$ cat config.mk
export PLATFORM = sky130hd
export DESIGN_NAME = fp_add_normalizer
export DESIGN_NICKNAME = d
export VERILOG_FILES = /design/src/rtl/fp_add_normalizer.sv
export SDC_FILE = /design/constraint.sdc
export NUM_CORES = 1
export LEC_CHECK = 0
export CORE_MARGIN = 2
export CORE_UTILIZATION = 42
export DETAILED_ROUTE_END_ITERATION = 10
export PLACE_DENSITY = 0.76
export SLEW_MARGIN = 40
export SYNTH_ARGS = -nofsm -noshare
export SYNTH_HDL_FRONTEND = slang
export SYNTH_SLANG_ARGS = --single-unit
$ cat constraint.sdc
create_clock -name CLK -period 2 [get_ports CLK]
set_clock_uncertainty 0.2 [all_clocks]
set_input_delay 0.3 -clock CLK [delete_from_list [all_inputs] [get_ports CLK]]
set_output_delay 0.3 -clock CLK [all_outputs]
set_load 0.005 [all_outputs]
$ cat src/rtl/fp_add_normalizer.sv
// Post-adder normalise/round/pack stage of the single-precision add path, REQ/ACK handshake.
// Build option: FP_NORM_ROUND_NEAREST_EN selects round-to-nearest-even; default build truncates.
module fp_add_normalizer #(
   parameter int unsigned MANT_W = 24,
   parameter int unsigned EXP_W  = 8
) (
   input  logic              CLK,
   input  logic              RST,
   input  logic              REQ,
   input  logic [MANT_W-1:0] SUM,
   input  logic              COUT,
   input  logic [2:0]        GRS,
   input  logic [EXP_W-1:0]  EXP_IN,
   input  logic              SIGN_IN,
   output logic              ACK,
   output logic [31:0]       DATAOUT,
   output logic [2:0]        EXC,
   output logic              BUSY
);
   localparam int unsigned XEXP_W = EXP_W + 1;
   localparam int unsigned CNT_W  = $clog2(MANT_W);
   localparam logic [XEXP_W-1:0] EXP_MAX    = XEXP_W'((1 << EXP_W) - 1);
   localparam logic [CNT_W-1:0]  MAX_SHIFTS = CNT_W'(MANT_W - 1);
   localparam logic [MANT_W-1:0] MANT_ONE   = {1'b1, {(MANT_W-1){1'b0}}};

   typedef enum logic [1:0] {IDLE, SHIFT, ROUND, DONE} state_t;

   state_t            state, state_nxt;
   logic [MANT_W-1:0] mant, mant_nxt;
   logic [XEXP_W-1:0] exp_r, exp_nxt;
   logic              sign, sign_nxt;
   logic              g, g_nxt, r, r_nxt, s, s_nxt;
   logic              denorm, denorm_nxt;
   logic [CNT_W-1:0]  cnt, cnt_nxt;
   logic [31:0]       dataout_nxt;
   logic [2:0]        exc_nxt;
   logic              ack_nxt, busy_nxt;
   logic              round_up;
   logic [MANT_W:0]   mant_rnd;
   logic [MANT_W-1:0] mant_fin;
   logic [XEXP_W-1:0] exp_fin;
   logic              denorm_fin;

`ifdef FP_NORM_ROUND_NEAREST_EN
   assign round_up = g & (r | s | mant[0]);
`else
   logic unused_sticky;
   assign round_up      = 1'b0;
   assign unused_sticky = s;
`endif

   // Next-state, datapath and registered-output values
   always_comb begin
      state_nxt   = state;
      mant_nxt    = mant;
      exp_nxt     = exp_r;
      sign_nxt    = sign;
      g_nxt       = g;
      r_nxt       = r;
      s_nxt       = s;
      denorm_nxt  = denorm;
      cnt_nxt     = cnt;
      dataout_nxt = DATAOUT;
      exc_nxt     = EXC;

      mant_rnd   = {1'b0, mant} + (MANT_W+1)'(round_up);
      mant_fin   = mant_rnd[MANT_W-1:0];
      exp_fin    = exp_r;
      denorm_fin = denorm;
      if (mant_rnd[MANT_W]) begin
         mant_fin = MANT_ONE;
         exp_fin  = exp_r + XEXP_W'(1);
      end else if (denorm && mant_rnd[MANT_W-1]) begin
         exp_fin    = XEXP_W'(1);
         denorm_fin = 1'b0;
      end

      case (state)
         IDLE: begin
            if (REQ) begin
               sign_nxt   = SIGN_IN;
               denorm_nxt = 1'b0;
               cnt_nxt    = '0;
               if (COUT) begin
                  mant_nxt  = {1'b1, SUM[MANT_W-1:1]};
                  g_nxt     = SUM[0];
                  r_nxt     = GRS[2];
                  s_nxt     = GRS[1] | GRS[0];
                  exp_nxt   = XEXP_W'(EXP_IN) + XEXP_W'(1);
                  state_nxt = ROUND;
               end else begin
                  mant_nxt = SUM;
                  g_nxt    = GRS[2];
                  r_nxt    = GRS[1];
                  s_nxt    = GRS[0];
                  exp_nxt  = XEXP_W'(EXP_IN);
                  if (SUM == '0 && GRS == 3'b000) begin
                     dataout_nxt = {SIGN_IN, 31'b0};
                     exc_nxt     = 3'b001;
                     state_nxt   = DONE;
                  end else if (EXP_IN == '1) begin
                     dataout_nxt = {SIGN_IN, {EXP_W{1'b1}}, {(MANT_W-1){1'b0}}};
                     exc_nxt     = 3'b010;
                     state_nxt   = DONE;
                  end else if (SUM[MANT_W-1]) begin
                     state_nxt = ROUND;
                  end else begin
                     state_nxt = SHIFT;
                  end
               end
            end
         end
         SHIFT: begin
            if (mant[MANT_W-1] || cnt == MAX_SHIFTS) begin
               state_nxt = ROUND;
            end else if (exp_r <= XEXP_W'(1)) begin
               denorm_nxt = 1'b1;
               exp_nxt    = '0;
               state_nxt  = ROUND;
            end else begin
               // Leave as soon as the shifted-in value is normalised so n shifts cost n cycles
               mant_nxt = {mant[MANT_W-2:0], g};
               g_nxt    = r;
               r_nxt    = 1'b0;
               exp_nxt  = exp_r - XEXP_W'(1);
               cnt_nxt  = cnt + CNT_W'(1);
               if (mant[MANT_W-2]) state_nxt = ROUND;
            end
         end
         ROUND: begin
            if (exp_fin >= EXP_MAX) begin
               dataout_nxt = {sign, {EXP_W{1'b1}}, {(MANT_W-1){1'b0}}};
               exc_nxt     = 3'b010;
            end else begin
               dataout_nxt = {sign, exp_fin[EXP_W-1:0], mant_fin[MANT_W-2:0]};
               exc_nxt     = {denorm_fin, 1'b0, (mant_fin == '0)};
            end
            state_nxt = DONE;
         end
         DONE: begin
            if (!REQ) state_nxt = IDLE;
         end
         default: state_nxt = IDLE;
      endcase

      ack_nxt  = (state_nxt == DONE);
      busy_nxt = (state_nxt != IDLE);
   end

   // State, datapath and output registers
   always_ff @(posedge CLK) begin
      if (RST) begin
         state   <= IDLE;
         mant    <= '0;
         exp_r   <= '0;
         sign    <= 1'b0;
         g       <= 1'b0;
         r       <= 1'b0;
         s       <= 1'b0;
         denorm  <= 1'b0;
         cnt     <= '0;
         ACK     <= 1'b0;
         BUSY    <= 1'b0;
         DATAOUT <= '0;
         EXC     <= '0;
      end else begin
         state   <= state_nxt;
         mant    <= mant_nxt;
         exp_r   <= exp_nxt;
         sign    <= sign_nxt;
         g       <= g_nxt;
         r       <= r_nxt;
         s       <= s_nxt;
         denorm  <= denorm_nxt;
         cnt     <= cnt_nxt;
         ACK     <= ack_nxt;
         BUSY    <= busy_nxt;
         DATAOUT <= dataout_nxt;
         EXC     <= exc_nxt;
      end
   end

endmodule

# Word level (Yosys, flattened, before mapping)
# Index checks and enable logic that the tools add are counted.
# op_classes
shift	0
add_sub_neg	3
div_mod_pow	0
bitwise_logic	0
n_lt_le_gt_ge	2
mux	52
multipliers	0
n_reduce_logical	15
eq_ne	12
# op_table
cell	count
$mux W32	4
$mux W24	4
$pmux W32 S2	1
$logic_not A24 Y1	2
$pmux W24 S2	1
$mux W9	5
$mux W31	1
$mux W2	9
$pmux W9 S2	1
$mux W3	5
$mux W5	3
$mux W1	12
$reduce_and A4 Y1	3
$ne A2 B2 Y1 const B	5
$pmux W5 S2	1
$add A8 B1 Y9 const B	1
$ge A9 B8 Y1 const B	1
$le A9 B1 Y1 const B	1
$sub A9 B1 Y9 const B	1
$eq A8 B8 Y1 const B	1
$pmux W2 S4	1
$eq A2 B2 Y1 const B	3
$pmux W1 S2	3
$pmux W3 S2	1
other kinds (11)	14
# word_totals
output_inout_bits	37
latch_bits	0
rom_bits	0
mem_bits_rw	0
reg_bits	81
word_cells	96
n_memories	0

# Logic depth before layout (Yosys ltp)
# Gate-level depths: netlist of the first run.
# depth
ltp_word	7
ltp_mapped	9
ltp_nobuf	7

# Least setup slack after synthesis of the first run
# Ideal clock, no wire load.
# synth_timing
kind	register -> register
start	register exp_r[5]
end	register mant[14]
path_stages_with_launch	9
synth_period_minus_slack_ps	1952
t_arrival_ps	1609
setup_slack_ps	48
path_cell_list	dfxtp_1 > buf_2 > nor4_4 > nand4_2 > and2_1 > buf_6 > buf_12 > o211ai_2 > a21oi_2
# synth_between
elab_chain_len	3
# synth_lines
element	line_no	rtl
from (decl)	30	logic [XEXP_W-1:0] exp_r, exp_nxt;
from (signal assigned)	169	exp_r <= exp_nxt;
$le A9 B1 Y1	116	end else if (exp_r <= XEXP_W'(1)) begin
$ne A2 B2 Y1 (no source line)	-	
$reduce_and A4 Y1 (no source line)	-	
to (signal assigned)	168	mant <= mant_nxt;
to (decl)	29	logic [MANT_W-1:0] mant, mant_nxt;
# No other way between the ends.
# A chain may end at the register's enable or synchronous reset.

# Final worst setup path of the first run
# layout_timing
start	input REQ
end	register ACK
# layout_between
elab_chain_len	3
# layout_lines
element	line_no	rtl
from (decl)	9	input logic REQ,
$mux W2, on equally long branches	141, 80	
$pmux W2 S4 (*)	78	case (state)
$eq A2 B2 Y1 (*)	146	ack_nxt = (state_nxt == DONE);
to (signal assigned)	176	ACK <= ack_nxt;
to (decl)	15	output logic ACK,
# Every way passes the cells marked *; elsewhere a longest branch is shown, timed or not.

==> out/metrics.csv, run 1 <==
metric,value,unit
status,finished clean,
Synth async-reset ratio,0,%
sequential cell area fraction in the yosys report,38.7,%
nets@finish,641,
clock sink total,81,
share of cells above drive strength 1,29.9,%
Port Buffer Count,76,
post-synthesis simple-gate area fraction,17.3,%
"Core Util, Final",61.1,%
die height,104,microns
fill count,829,
# H-tree levels,3,
Post-synth EDFFs,0,
CTS Hold Bufs,0,
Hold Path Class,input pin to register,
relative slew slack,59.4,%
P_sw,2.07,mW
largest net degree at the start of global routing,51,
number of antenna violations at the first check in global routing,1,
Post-Syn Area,0.00419,sq mm
Rows,36,
Synth top area share,38.7,%
Switching Fraction,37.2,%
WS Path Type,input pin to register,
drt first pass iters,6,
Vias per Instance,5.62,
initial detailed-routing violation count,286,
ys flop type,dfxtp_1,
"top cells by area, synth","dfxtp_1 39%, mux2i_1 6.4%, nand2_1 6.4%",
CP Data Arrival Time,2.04,ns
clock root buffer,clkbuf_8,
Num CTS Buffers,9,
Synth Area in Compound Gates,29.1,%
die area,0.0108,sq mm
Synth Area in Adders,1.19,%
GPL Wtd Cong,0.919,
number of warnings issued by yosys,0,
multiplexer share of the synthesized area,6.44,%
Mapped Nets,505,
design internal power,3.49,mW
Die X,104,microns
Worst-Skew Late Latency,0.36,ns
average wire per standard cell,16.6,microns
total wire length,12200,microns
Leak,2.43,nW
ANT nets after route,0,
critical-path maximum fanout,5,
Setup crit end kind,register,
type of origin of the critical path,input pin,
I/O pins,77,
largest family of logic cells by synthesized area,compound AO/OA/AOI/OAI gates,
clock-pin slew on the worst setup and hold paths,0.09,ns
Comb pwr share,39.4,%
Slew @ Worst Pin,0.610,ns
Starting Density,43.1,%
Synth Instances,461,
post-synthesis cell type count,52,
Area Overhead vs Synth,41.6,%
Yosys reg bits,81,
Avg Inst Size Synth,9.10,sq um
Synth area leader,dfxtp_1,
Post-Synth XOR/XNOR Area,1.88,%
max-slew violations,0,
Seq pwr share,37.9,%
detailed-route DRC error count,0,
DP HPWL,8830,microns
DR vias,4138,
Max-Cap Viols,0,
final period utilization,98.3,%
vias in the first global route,4056,
CTS tree,done,
Min Hold Slack,0.133,ns
VDD IR max,489,uV
fmax,509,MHz
"Hold Vio Cnt, Final",0,
Total GRT Usage,22.3,%
Clock Path Buffers,2,
"Remaining Overflow, GRT",0,
post-layout min period,1.97,ns
first-pass GRT wire length,19900,microns
WP data required,2.08,ns
final setup vio count,0,
Pwr Density,936,mW/mm^2
clock power share,22.7,%
core area,0.00973,sq mm
metrics by stage:
| stage | TNS, ns | setup slack (ns) | std cells | power [mW] | area, sq um |
|---|---|---|---|---|---|
| after CTS | -0.0250 | -0.0250 | 731 | 5.47 | 5770 |
| after global placement | -28.19 | -0.454 | 714 | 4.15 | 5530 |
| after floorplan | 0 | 0.0481 | 461 | 3.40 | 4190 |
| final | 0 | 0.0339 | 736 | 5.56 | 5940 |
| after global routing | -0.107 | -0.0205 | 736 | 5.88 | 5940 |
| after detailed placement | -29.28 | -0.514 | 714 | 4.21 | 5530 |
cell families (layout without fill, tap and decap cells):
family          after synthesis  in the layout
mux                          27             27
buf+inv                      40            181
other cells                   0              1
simple gates                151            151
fa+ha+maj                     4              4
flops                        81             81
compound gates              149            149
xor+xnor                      9              9
layout make-up:
class / instances / area [sq um] / share of cell area (%)
clock buffers: 9 / 124 / 2.09
inverters: 5 / 18.8 / 0.316
multi-input cells: 340 / 2480 / 41.8
repair buffers: 160 / 1440 / 24.2
flip-flops and latches: 81 / 1630 / 27.4
diodes: 1 / 2.50 / 0.0421
well taps: 133 / 166 / 2.80
clock inverters: 7 / 83.8 / 1.41
state kept, by name (all words and copies together), names as in the netlist:
signal   flops
cnt          5
ACK          1
denorm       1
DATAOUT     32
exp_r        9
r            1
BUSY         1
EXC          3
state        2
g            1
mant        24
sign         1
layer usage:
| metal | part of all wire, % | global-route usage [%] | up-vias |
|---|---|---|---|
| li1 | - | - | 1994 |
| met1 | 43 | 28.6 | 2014 |
| met2 | 50 | 37.7 | 114 |
| met3 | 4.7 | 3.88 | 16 |
| met4 | 1.9 | 7.63 | 0 |
| met5 | 0 | 0 | - |
Yosys cell counts (3+ instances only):
cell       n
dfxtp_1   81
nand2_1   71
a21oi_1   27
mux2i_1   27
a22o_1    23
a21oi_2   20
o211ai_2  20
nor2_1    18
buf_2     16
nor3_1    13
nor4_1    13
clkbuf_1  12
a211oi_1  10
o21ai_0   10
nand3_1    8
nand4_1    7
o211ai_1   7
xor2_1     7
a32o_1     6
and3_1     5
inv_1      5
o22ai_1    5
ha_1       4
nor2b_1    4
buf_6      3
nand2b_1   3
o21bai_1   3
critical path, cell delays in order:
cell             delay (ns)
clkdlybuf4s50_1        0.53
or3b_4                 0.45
buf_4                  0.16
a211o_1                0.27
a21oi_2                0.14
nor2b_2                0.18
layout by cell type (no fill, tap or decap), drive strengths merged, types with 2 or more instances in the layout:
master	count
clkdlybuf4s15	3
nand3	8
mux2i	27
o21a	2
a32o	6
clkdlybuf4s50	48
nor3	14
nor2	18
xor2	7
o21ba	2
xnor2	2
o21ai	10
o21bai	3
and3	5
nor4	14
a22o	23
nor2b	4
clkbuf	11
dfxtp	81
and2	2
buf	86
ha	4
nand4	8
dlymetal6s2s	15
inv	9
o22ai	5
a22oi	2
a211oi	11
dlygate4sd2	6
a221oi	2
o211ai	27
nand2	72
a21oi	47
nand2b	3
power groups by stage:
| stage | clock (mW) | sequential [mW] | combinational (mW) |
|---|---|---|---|
| floorplan | 0 | 2.07 | 1.33 |
| global placement | 0 | 2.13 | 2.03 |
| detailed placement | 0 | 2.14 | 2.07 |
| CTS | 1.28 | 2.10 | 2.09 |
| global route | 1.35 | 2.15 | 2.37 |
| finish | 1.26 | 2.11 | 2.19 |
final timing paths:
check        depth (start not counted)  startpoint           to  slack [ns]
max reg2reg                          6      cnt[0]     exp_r[6]        0.05
max                                  6         REQ          ACK        0.03
min                                  2         RST  DATAOUT[30]        0.13
min reg2reg                          2        sign         sign        0.26
what timing repair did:
item / in CTS / in global routing
gates cloned: 1 / 1
resized for setup: 18 / 49
pin swaps: 10 / 19
setup endpoints to repair: 38 / 68
buffers inserted: 0 / 3
endpoints found under the hold margin: 0 / 0
Power figures use the tool's default switching activity.
==> run 2: changes to the inputs <==
--- a/config.mk
+++ b/config.mk
@@ -8,7 +8,7 @@
 export CORE_MARGIN = 2
 export CORE_UTILIZATION = 42
 export DETAILED_ROUTE_END_ITERATION = 10
-export PLACE_DENSITY = 0.76
+export PLACE_DENSITY = 0.69
 export SLEW_MARGIN = 40
 export SYNTH_ARGS = -nofsm -noshare
 export SYNTH_HDL_FRONTEND = slang
==> run 2 against run 1 <==
  * Total power grew 0.42%
  * Global-route usage shrank 0.31 points
  * Combinational power shrank 2%
  * Critical path depth is the same
  * Sequential share of layout area grew 0.39 points
  * Via count shrank 4.2%
  * Register-to-register slack lost 0.02 ns
==> out/metrics.csv, run 2 (synthesized netlist as in run 1, its figures left out) <==
metric,value,unit
status,finished clean,
core area,0.00973,sq mm
Slew @ Worst Pin,0.466,ns
"commonest non-fill, non-tap cell in the layout",dfxtp_1,
Largest regs,"DATAOUT x32, mant x24, exp_r x9",
fill count,879,
crit-path cells,"ha_2, and4b_2, o31a_1, buf_6, a21oi_1, a221oi_1",
clock sink total,81,
number of antenna violations at the first check in global routing,0,
die height,104,microns
Worst-Skew Late Latency,0.36,ns
largest net degree at the start of global routing,51,
Worst path max stage delay,0.37,ns
Vias per Instance,5.46,
diode count,0,
drt first pass iters,5,
Leak,2.36,nW
total wire length,11800,microns
VDD IR max,467,uV
average wire per standard cell,16.3,microns
first-pass GRT wire length,19400,microns
GPL Wtd Cong,0.865,
Setup crit end kind,register,
"commonest cells after routing, fill and taps aside","78 x dfxtp_1, 71 x nand2_1, 66 x buf_4",
fmax,507,MHz
M1 WL,5460,microns
die area,0.0108,sq mm
WP data required,2.05,ns
Reg with most FFs,DATAOUT,
Max-Cap Viols,0,
Hold Path Class,input pin to register,
I/O pins,77,
max reg flops,32,
vias in the first global route,3889,
CP Data Arrival Time,2.02,ns
# H-tree levels,3,
HP Start,RST,
clock-pin slew on the worst setup and hold paths,0.08,ns
DR vias,3966,
Clock Path Buffers,2,
DP HPWL,8720,microns
met2 WL,5780,microns
WS Path Type,register to register,
Rows,36,
max-slew violations,0,
Area Overhead vs Synth,39.9,%
ANT nets after route,0,
Total GRT Usage,22.0,%
Port Buffer Count,76,
DR top layer,met4,
nets@finish,633,
Num CTS Buffers,9,
final setup vio count,0,
detailed-route DRC error count,0,
slack of the critical path,0.0271,ns
final period utilization,98.6,%
Pwr Density,952,mW/mm^2
share of cells above drive strength 1,28.0,%
Starting Density,43.1,%
final setup TNS,0,ns
worst reg2reg startpoint,cnt[0],
relative slew slack,68.6,%
"Hold Vio Cnt, Final",0,
slowest CP cell,dfxtp_4,
critical-path maximum fanout,6,
Die X,104,microns
Setup crit start,cnt[0],
initial detailed-routing violation count,197,
type of origin of the critical path,register,
CTS tree,done,
"Remaining Overflow, GRT",0,
post-layout min period,1.97,ns
clock root buffer,clkbuf_8,
Placement Setup Slack,-0.563,ns
met3 WL post-DR,448,microns
run 2: changes by cell type in the layout (fill, tap and decap cells not counted), sizes merged:
cell and change:
buf -8, bufinv +1, clkbuf -2, clkdlybuf4s15 -2, diode -1, dlygate4sd2 +9, dlymetal6s2s -5, inv -2
run 2: stage by stage:
step	util [%]	hold slack [ns]	cell area [sq um]	instances	power (mW)
after floorplan	-	0.227	4190	461	3.40
after global placement	56.3	0.244	5480	705	4.11
after detailed placement	56.3	0.255	5480	705	4.16
after CTS	58.6	0.233	5700	721	5.47
after global routing	60.3	0.243	5870	726	5.89
final	60.3	0.250	5870	726	5.58
run 2: cell type report:
type / count / area [sq um] / share of cell area (%)
Multi-Input combinational cell: 340 / 2440 / 41.7
Sequential cell: 81 / 1630 / 27.8
Timing Repair Buffer: 152 / 1390 / 23.8
Tap cell: 133 / 166 / 2.84
Clock buffer: 9 / 124 / 2.11
Clock inverter: 6 / 90.1 / 1.54
Inverter: 5 / 18.8 / 0.320
run 2: layer usage:
| layer | vias up | track usage [%] |
|---|---|---|
| met2 | 91 | 37.0 |
| met3 | 10 | 3.45 |
| met1 | 1899 | 29.0 |
| li1 | 1966 | - |
| met5 | - | 0 |
| met4 | 0 | 6.76 |
run 2: critical path: cells and delay by family, from the launching register on:
kind,cells,cell delay [ns]
simple gates,1,0.28
fa+ha+maj,1,0.19
flops,1,0.37
buf+inv,1,0.17
compound gates,3,0.66
run 2: path summary, 6_finish.rpt:
check	end	slack, ns	cells past startpoint
worst max-delay path	exp_r[0]	0.03	6
worst min-delay path	mant[22]	0.25	3
worst max register to register	exp_r[0]	0.03	6
worst min register to register	sign	0.27	2
run 2: what timing repair did:
item                       in CTS  in global routing
cloned                          1                  1
setup endpoints to repair      35                 66
hold buffers                    0                  0
buffers inserted                0                  4
resized for setup              21                 37
pin swaps                      11                 15
run 2: report_power, final:
| group | switching (mW) | internal (mW) |
|---|---|---|
| Clock | 0.623 | 0.703 |
| Sequential | 0.261 | 1.86 |
| Combinational | 1.11 | 1.03 |
